[config.mk]
export PLATFORM = sky130hd
export DESIGN_NAME = muldiv_issue_ctrl
export DESIGN_NICKNAME = d
export VERILOG_FILES = /design/src/rtl/muldiv_issue_ctrl.sv
export SDC_FILE = /design/constraint.sdc
export NUM_CORES = 1
export LEC_CHECK = 0
export CAP_MARGIN = 20
export CORE_UTILIZATION = 48
export CTS_CLUSTER_DIAMETER = 200
export CTS_CLUSTER_SIZE = 16
export DETAILED_ROUTE_END_ITERATION = 10
export PLACE_DENSITY = 0.77
export SLEW_MARGIN = 20
export SYNTH_ARGS = -nofsm -noshare
export SYNTH_HDL_FRONTEND = slang
export SYNTH_SLANG_ARGS = --single-unit
[constraint.sdc]
create_clock -name clk -period 3.1 [get_ports clk]
set_clock_uncertainty 0.05 [all_clocks]
set_input_delay 0.62 -clock clk [delete_from_list [all_inputs] [get_ports clk]]
set_output_delay 0.62 -clock clk [all_outputs]
set_load 0.01 [all_outputs]
[src/rtl/muldiv_issue_ctrl.sv]
// RV32M EX-stage front end for an iterative unsigned mul/div unit: operand magnitudes, issue, sign/special fixups.
// Latency: accept T -> ex_done T+35 (special cases T+1); pipeline stalls via ex_stall, flushed ops drain the busy unit.
module muldiv_issue_ctrl #(
  parameter int TIMEOUT_CYCLES = 64
) (
  input  logic        clk,
  input  logic        rst_n,
  input  logic        ex_req,
  input  logic        ex_flush,
  input  logic [2:0]  ex_funct3,
  input  logic [31:0] ex_rs1,
  input  logic [31:0] ex_rs2,
  output logic        ex_stall,
  output logic        ex_done,
  output logic [31:0] ex_result,
  output logic        md_err,
  output logic        md_valid,
  output logic        md_mode,
  output logic [31:0] md_in_A,
  output logic [31:0] md_in_B,
  input  logic        md_ready,
  input  logic [63:0] md_out
);

  localparam logic [2:0] S_IDLE  = 3'd0;
  localparam logic [2:0] S_ISSUE = 3'd1;
  localparam logic [2:0] S_WAIT  = 3'd2;
  localparam logic [2:0] S_FIX   = 3'd3;
  localparam logic [2:0] S_DRAIN = 3'd4;

  localparam int CW = $clog2(TIMEOUT_CYCLES + 1);
  localparam logic [CW-1:0] CNT_LAST = CW'(TIMEOUT_CYCLES - 1);

  logic [2:0]    state;
  logic [2:0]    f3_q;
  logic          a_neg_q;
  logic          b_neg_q;
  logic [CW-1:0] cnt;
  logic [31:0]   res_q;
  logic [31:0]   last_q;
  logic [31:0]   a_q;
  logic [31:0]   b_q;
  logic          mode_q;
  logic          err_q;

  // Operand decode on the live EX inputs, used only on the accept cycle
  logic        a_sgn;
  logic        b_sgn;
  logic        a_neg;
  logic        b_neg;
  logic [31:0] mag_a;
  logic [31:0] mag_b;
  logic        div_zero;
  logic        div_ovf;

  always_comb begin
    a_sgn    = (ex_funct3 == 3'b001) || (ex_funct3 == 3'b010) ||
               (ex_funct3 == 3'b100) || (ex_funct3 == 3'b110);
    b_sgn    = (ex_funct3 == 3'b001) || (ex_funct3 == 3'b100) ||
               (ex_funct3 == 3'b110);
    a_neg    = a_sgn && ex_rs1[31];
    b_neg    = b_sgn && ex_rs2[31];
    // 0x80000000 negates to itself, which is the correct unsigned magnitude
    mag_a    = a_neg ? (32'd0 - ex_rs1) : ex_rs1;
    mag_b    = b_neg ? (32'd0 - ex_rs2) : ex_rs2;
    div_zero = ex_funct3[2] && (ex_rs2 == 32'd0);
    div_ovf  = ex_funct3[2] && !ex_funct3[0] &&
               (ex_rs1 == 32'h8000_0000) && (ex_rs2 == 32'hFFFF_FFFF);
  end

  // Sign fixup of the unit result for the latched op
  logic [63:0] prod_neg;
  logic [31:0] quo;
  logic [31:0] rem;
  logic [31:0] fix_res;

  always_comb begin
    prod_neg = 64'd0 - md_out;
    quo      = md_out[31:0];
    rem      = md_out[63:32];
    fix_res  = 32'd0;
    case (f3_q)
      3'b000:  fix_res = md_out[31:0];
      3'b001:  fix_res = (a_neg_q ^ b_neg_q) ? prod_neg[63:32] : md_out[63:32];
      3'b010:  fix_res = a_neg_q ? prod_neg[63:32] : md_out[63:32];
      3'b011:  fix_res = md_out[63:32];
      3'b100:  fix_res = (a_neg_q ^ b_neg_q) ? (32'd0 - quo) : quo;
      3'b101:  fix_res = quo;
      3'b110:  fix_res = a_neg_q ? (32'd0 - rem) : rem;
      default: fix_res = rem;
    endcase
  end

  always_ff @(posedge clk) begin
    if (!rst_n) begin
      state   <= S_IDLE;
      f3_q    <= 3'd0;
      a_neg_q <= 1'b0;
      b_neg_q <= 1'b0;
      cnt     <= '0;
      res_q   <= 32'd0;
      last_q  <= 32'd0;
      a_q     <= 32'd0;
      b_q     <= 32'd0;
      mode_q  <= 1'b0;
      err_q   <= 1'b0;
    end else begin
      case (state)
        S_IDLE: begin
          if (ex_req && !ex_flush) begin
            f3_q    <= ex_funct3;
            a_neg_q <= a_neg;
            b_neg_q <= b_neg;
            a_q     <= mag_a;
            b_q     <= mag_b;
            mode_q  <= ex_funct3[2];
            cnt     <= '0;
            if (div_zero) begin
              res_q <= ex_funct3[1] ? ex_rs1 : 32'hFFFF_FFFF;
              state <= S_FIX;
            end else if (div_ovf) begin
              res_q <= ex_funct3[1] ? 32'd0 : 32'h8000_0000;
              state <= S_FIX;
            end else begin
              state <= S_ISSUE;
            end
          end
        end
        S_ISSUE: begin
          state <= ex_flush ? S_IDLE : S_WAIT;
        end
        S_WAIT: begin
          if (md_ready) begin
            // a flush that coincides with the result needs no drain: the unit is already free
            res_q <= fix_res;
            state <= ex_flush ? S_IDLE : S_FIX;
          end else if (cnt == CNT_LAST) begin
            err_q <= 1'b1;
            res_q <= 32'd0;
            state <= ex_flush ? S_IDLE : S_FIX;
          end else begin
            cnt   <= cnt + 1'b1;
            state <= ex_flush ? S_DRAIN : S_WAIT;
          end
        end
        S_DRAIN: begin
          if (md_ready) begin
            state <= S_IDLE;
          end else if (cnt == CNT_LAST) begin
            err_q <= 1'b1;
            state <= S_IDLE;
          end else begin
            cnt <= cnt + 1'b1;
          end
        end
        S_FIX: begin
          if (!ex_flush) begin
            last_q <= res_q;
          end
          state <= S_IDLE;
        end
        default: state <= S_IDLE;
      endcase
    end
  end

  always_comb begin
    ex_done   = (state == S_FIX) && !ex_flush;
    ex_result = ex_done ? res_q : last_q;
    ex_stall  = ex_req && !ex_done;
    md_valid  = (state == S_ISSUE) && !ex_flush;
    md_mode   = mode_q;
    md_in_A   = a_q;
    md_in_B   = b_q;
    md_err    = err_q;
  end

endmodule

Yosys cells after proc, flatten, opt, wreduce, memory -nomap -nowiden:

Cells that the tools add are included.

* flip-flop bits (word level): 145
* logic and storage cells: 104

* add/sub/neg operators: 6
* equality and inequality tests: 22
* muxes and demuxes: 31
* bitwise operators: 3
* reduce and logical (&&, ||, !) cells: 31

Operators by type and width (number)
* $mux 32: 14
* $pmux 32 s5: 1
* $sub 1x32->32 const A: 4
* $eq 32x32->1 const B: 2
* $pmux 32 s2: 1
* $sub 1x64->64 const A: 1
* $logic_not 32->1: 1
* $mux 7: 3
* $eq 3x3->1 const B: 6
* $mux 3: 6
* $pmux 7 s2: 1
* $eq 3x2->1 const B: 4
* $pmux 3 s4: 1
* $logic_and 1x1->1: 10
* $eq 3x1->1 const B: 3
* $ne 3x3->1 const B: 3
* $mux 2: 4
* $reduce_and 4->1: 2
* $add 7x1->7 const B: 1
* $eq 7x6->1 const B: 1
* $logic_not 3->1: 2
* $ne 2x2->1 const B: 3
* $reduce_and 2->1: 3
* $logic_or 1x1->1: 5
* 6 further kinds: 11

Logic depth before layout (Yosys ltp):

* depth after elaboration: 8
* gate-level depth with buffers: 12

Worst setup path before layout:

Ideal clock, no wire load.

* path type: input to register
* start point: in md_out[36]
* end point: reg res_q[23]
* setup time: 135 ps
* arrival: 2931 ps
* data required time: 2915 ps
* slack: -16 ps
* stages on the path: 10
* buffers on the path: 2
* cell sequence: buf_2 or4_1 or4_1 clkbuf_1 nor3_1 mux2_2 a221oi_1 o22ai_1 o211ai_1 a41oi_1

* cells in the longest elaborated chain, start to end: 5
* elaborated cells on any way between the ends: 8
* those cells by class: add/sub: 2; mux: 6

RTL lines
* start, declared: RTL line 22 `input logic [63:0] md_out`
* $sub 1x64->64 or $sub 1x32->32 (tied branches): RTL line 78, 89
* $mux 32 (on tied branches): RTL line 85, 84, 89
* $pmux 32 s5 *: RTL line 82 `case (f3_q)`
* $mux 32 *: RTL line 133 `if (md_ready) begin`
* $pmux 32 s2 *: RTL line 108 `case (state)`
* end signal, assigned: RTL line 119 `res_q <= ex_funct3[1] ? ex_rs1 : 32'hFFFF_FFFF;`
* end signal, assigned: RTL line 122 `res_q <= ex_funct3[1] ? 32'd0 : 32'h8000_0000;`
* end signal, assigned: RTL line 135 `res_q <= fix_res;`
* end, declared: RTL line 39 `logic [31:0] res_q;`

Mark *: on every way between the ends. The rest lies on a longest branch, timed or not.
A chain may end at the register's enable or synchronous reset.

Final worst setup path:

* start point: in md_out[54]
* end point: reg res_q[25]

The elaborated chain is that of the path after synthesis.

==> results by group <==
Worst setup path
  • Crit-path cells: clkdlybuf4s50_1, buf_4, buf_4, nor4_1, nand4_1, o21ai_0, xor2_1, o221ai_1, o211ai_1, o211ai_1, o221a_2
  • Critical Path Max Stage Delay: between 400 and 500 ps
  • Arrival time worst endpoint: 3330 ps
  • Highest-delay cell along the critical path: nor4_1
  • Worst Setup Start Kind: primary input
  • Required time of the worst setup path: between 3000 and 4000 ps
  • Crit. End Element: flop
  • CP Max Fanout: 6
  • CP Class: primary input to flop

Power and ir drop
  • PwrDens: roughly 320 nW/um^2
  • Worst vdd ir: 268 uV
  • Pleak: 7.12 nW

Timing
  • Fin crit period: slightly above 3000 ps
  • Final Hold Violating Endpoints: 0
  • # setup viols final: 0
  • Max_slew headroom: 0.494
  • Final Max Slew Viols: 0
  • Max frequency: roughly 330 MHz
  • RSZ-0062 raised after global routing: yes
  • Total Neg Setup Slack: 0 ps
  • WHS: 406 ps
  • Final period utilization: 0.989
  • Worst-Margin Slew: 758 ps

Clocking
  • Clk slew on worst S/H paths: roughly 70 ps
  • Clk sinks: 144
  • CTS max path bufs: 2
  • CTS buffer count: 17
  • Clock Latency Late Sink: around 420 ps
  • Htree depth: 4
  • CTS tree: built
  • Root Driver: clkbuf_16

Die
  • Row count: between 50 and 60
  • Initial Utilization: 0.488
  • Die height: 159 microns
  • Die area: 25300 sq um
  • Num ports: between 200 and 250
  • Core area: between 20000 and 25000 sq um
  • Die W: ~160 microns

Synth
  • Mean post-synth cell area: between 7 and 8 sq um
  • Top-area cell type share of the netlist area: 0.244
  • Top post-synthesis cells by area: dfxtp_1 (24%), nor2_1 (5.3%), a21oi_1 (5.2%)
  • Synthesized Nets: ~1800
  • Async set-reset flop share out of synthesis: 0
  • Number of synthesized flops with an enable pin: 0
  • Mapped Cells: between 1500 and 2000
  • Yosys reg bits: between 100 and 150
  • Synth Flop Type: dfxtp_1
  • Synth cell types: 90
  • Sequential area share after synthesis: 0.244
  • Post-Syn Area: around 12000 sq um
  • Yosys warns: 0
  • Largest area contributor in the synthesized netlist: dfxtp_1

Global route
  • First-pass GRT wire length: ~88000 microns
  • Number of global-route vias before repair: ~15000
  • Initial antenna violation count: 2
  • Congestion Overflow GR: 0
  • Largest net degree at the start of global routing: 128
  • GR Util All Layers: 0.449

Detailed routing
  • WL/cell: roughly 24 microns
  • Routed vias/inst: 6.60
  • DRC: 0
  • Initial DRC count: 2451
  • Via Count: around 16000
  • Post-route ant nets: 0
  • WL final: 59200 microns
  • DRT Pass-1 Iters: 7

Cells and area
  • Most frequent cells in the layout: buf_4 (346), clkdlybuf4s50_1 (180), nor2_1 (165), dfxtp_1 (144), nand2_1 (127)
  • Ratio of cells with drive above 1 in the final layout: 0.252
  • Final #Nets: between 2000 and 2500
  • Area Growth Syn to Fin: 51.7%
  • Finished layout cell area: 18000 sq um
  • Most common cell after layout, fill and taps aside: buf_4

Placed design
  • IO buf count: ~240
  • Post-DP HPWL: 44100 microns
  • Placed inst area: ~17000 sq um
  • Gp weighted congestion: roughly 1.1

Outcome
  • Status: completed

Run
  • Max cap viols: 0

Min path
  • Worst hold path class: flop to flop
[metal layers]
layer	up-vias	GRT usage	wire length [microns]
met1	7517	0.606	23200
met3	229	0.118	8200
met4	4	0.168	2640
met5	-	0	62
met2	1248	0.683	25100
li1	7017	-	-
[flip-flops by register name, summed over array words and instances, names as in the netlist]
register,count
md_err,1
f3_q,3
a_neg_q,1
md_in_B,32
last_q,32
md_in_A,32
cnt,7
res_q,32
state,3
b_neg_q,1
[through the flow]
stage	util	worst slack, ps	instances	power, W
final	0.741	33.1	2427	0.00572
after global routing	0.741	-33.8	2426	0.00588
after CTS	0.719	8.29	2414	0.00561
after detailed placement	0.691	-651	2381	0.00357
after global placement	0.691	-626	2381	0.00355
after floorplan	-	29.9	1622	0.00269
[critical path: cells and delay by family]
kind	cells	cell delay [ps]
AOI/OAI and AO/OA	5	1060
xor gates and xnor gates	1	220
buffers and inverters	3	720
and+or+nand+nor	2	710
[power breakdown]
part / switching, W / leakage, nW / internal [W] / total (W)
Combinational: 0.000917 / 5.66 / 0.000761 / 0.00168
Clock: 0.000908 / 0.284 / 0.00116 / 0.00206
Sequential: 0.0000561 / 1.17 / 0.00192 / 0.00198
Total: 0.00188 / 7.12 / 0.00384 / 0.00572
[repair_timing]
item                       4_1_cts  5_1_grt
gates resized for setup         55       92
hold buffers                     0        0
pin swaps                        3       32
cloned                           1        2
setup buffers                    0       10
setup endpoints to repair       52       48
[logic make-up after synthesis]
kind of cell | after synthesis | synth area share
compound gates | 530 | 0.300
xor+xnor | 99 | 0.0733
fa+ha+maj | 6 | 0.00634
buf+inv | 186 | 0.0630
flops | 144 | 0.244
mux | 54 | 0.0496
simple gates | 603 | 0.264
[worst paths after layout]
path                            cells after the start  slack (ps)    endpoint  startpoint
worst min-delay path                                2         410  md_in_B[0]  md_in_B[0]
worst min register to register                      2         410  md_in_B[0]  md_in_B[0]
worst max register to register                     10         180   res_q[21]     f3_q[0]
worst max-delay path                               11          30   res_q[25]  md_out[54]
[layout make-up]
class	instances	area [sq um]
multi-input combinational	1292	8640
fill	1763	6290
timing repair buffer	603	5330
sequential	144	2880
clock buffer	18	439
tap	324	405
clock inverter	14	145
inverter	31	116
antenna	1	2.50
[cell usage after synthesis, types with 16 or more instances]
library cell	instances
a211oi_1	58
a21oi_1	122
a31oi_1	28
and2_1	39
clkbuf_1	124
dfxtp_1	144
inv_1	28
mux2_2	37
mux2i_1	17
nand2_1	127
nand3_1	31
nand4_1	35
nor2_1	167
nor3_1	47
nor4_1	36
o211a_1	16
o211ai_1	22
o21ai_0	104
o221ai_1	21
o31ai_1	27
or3_1	31
or4_1	22
xnor2_1	42
xor2_1	57
No activity file was read; power rests on OpenSTA's default activity.
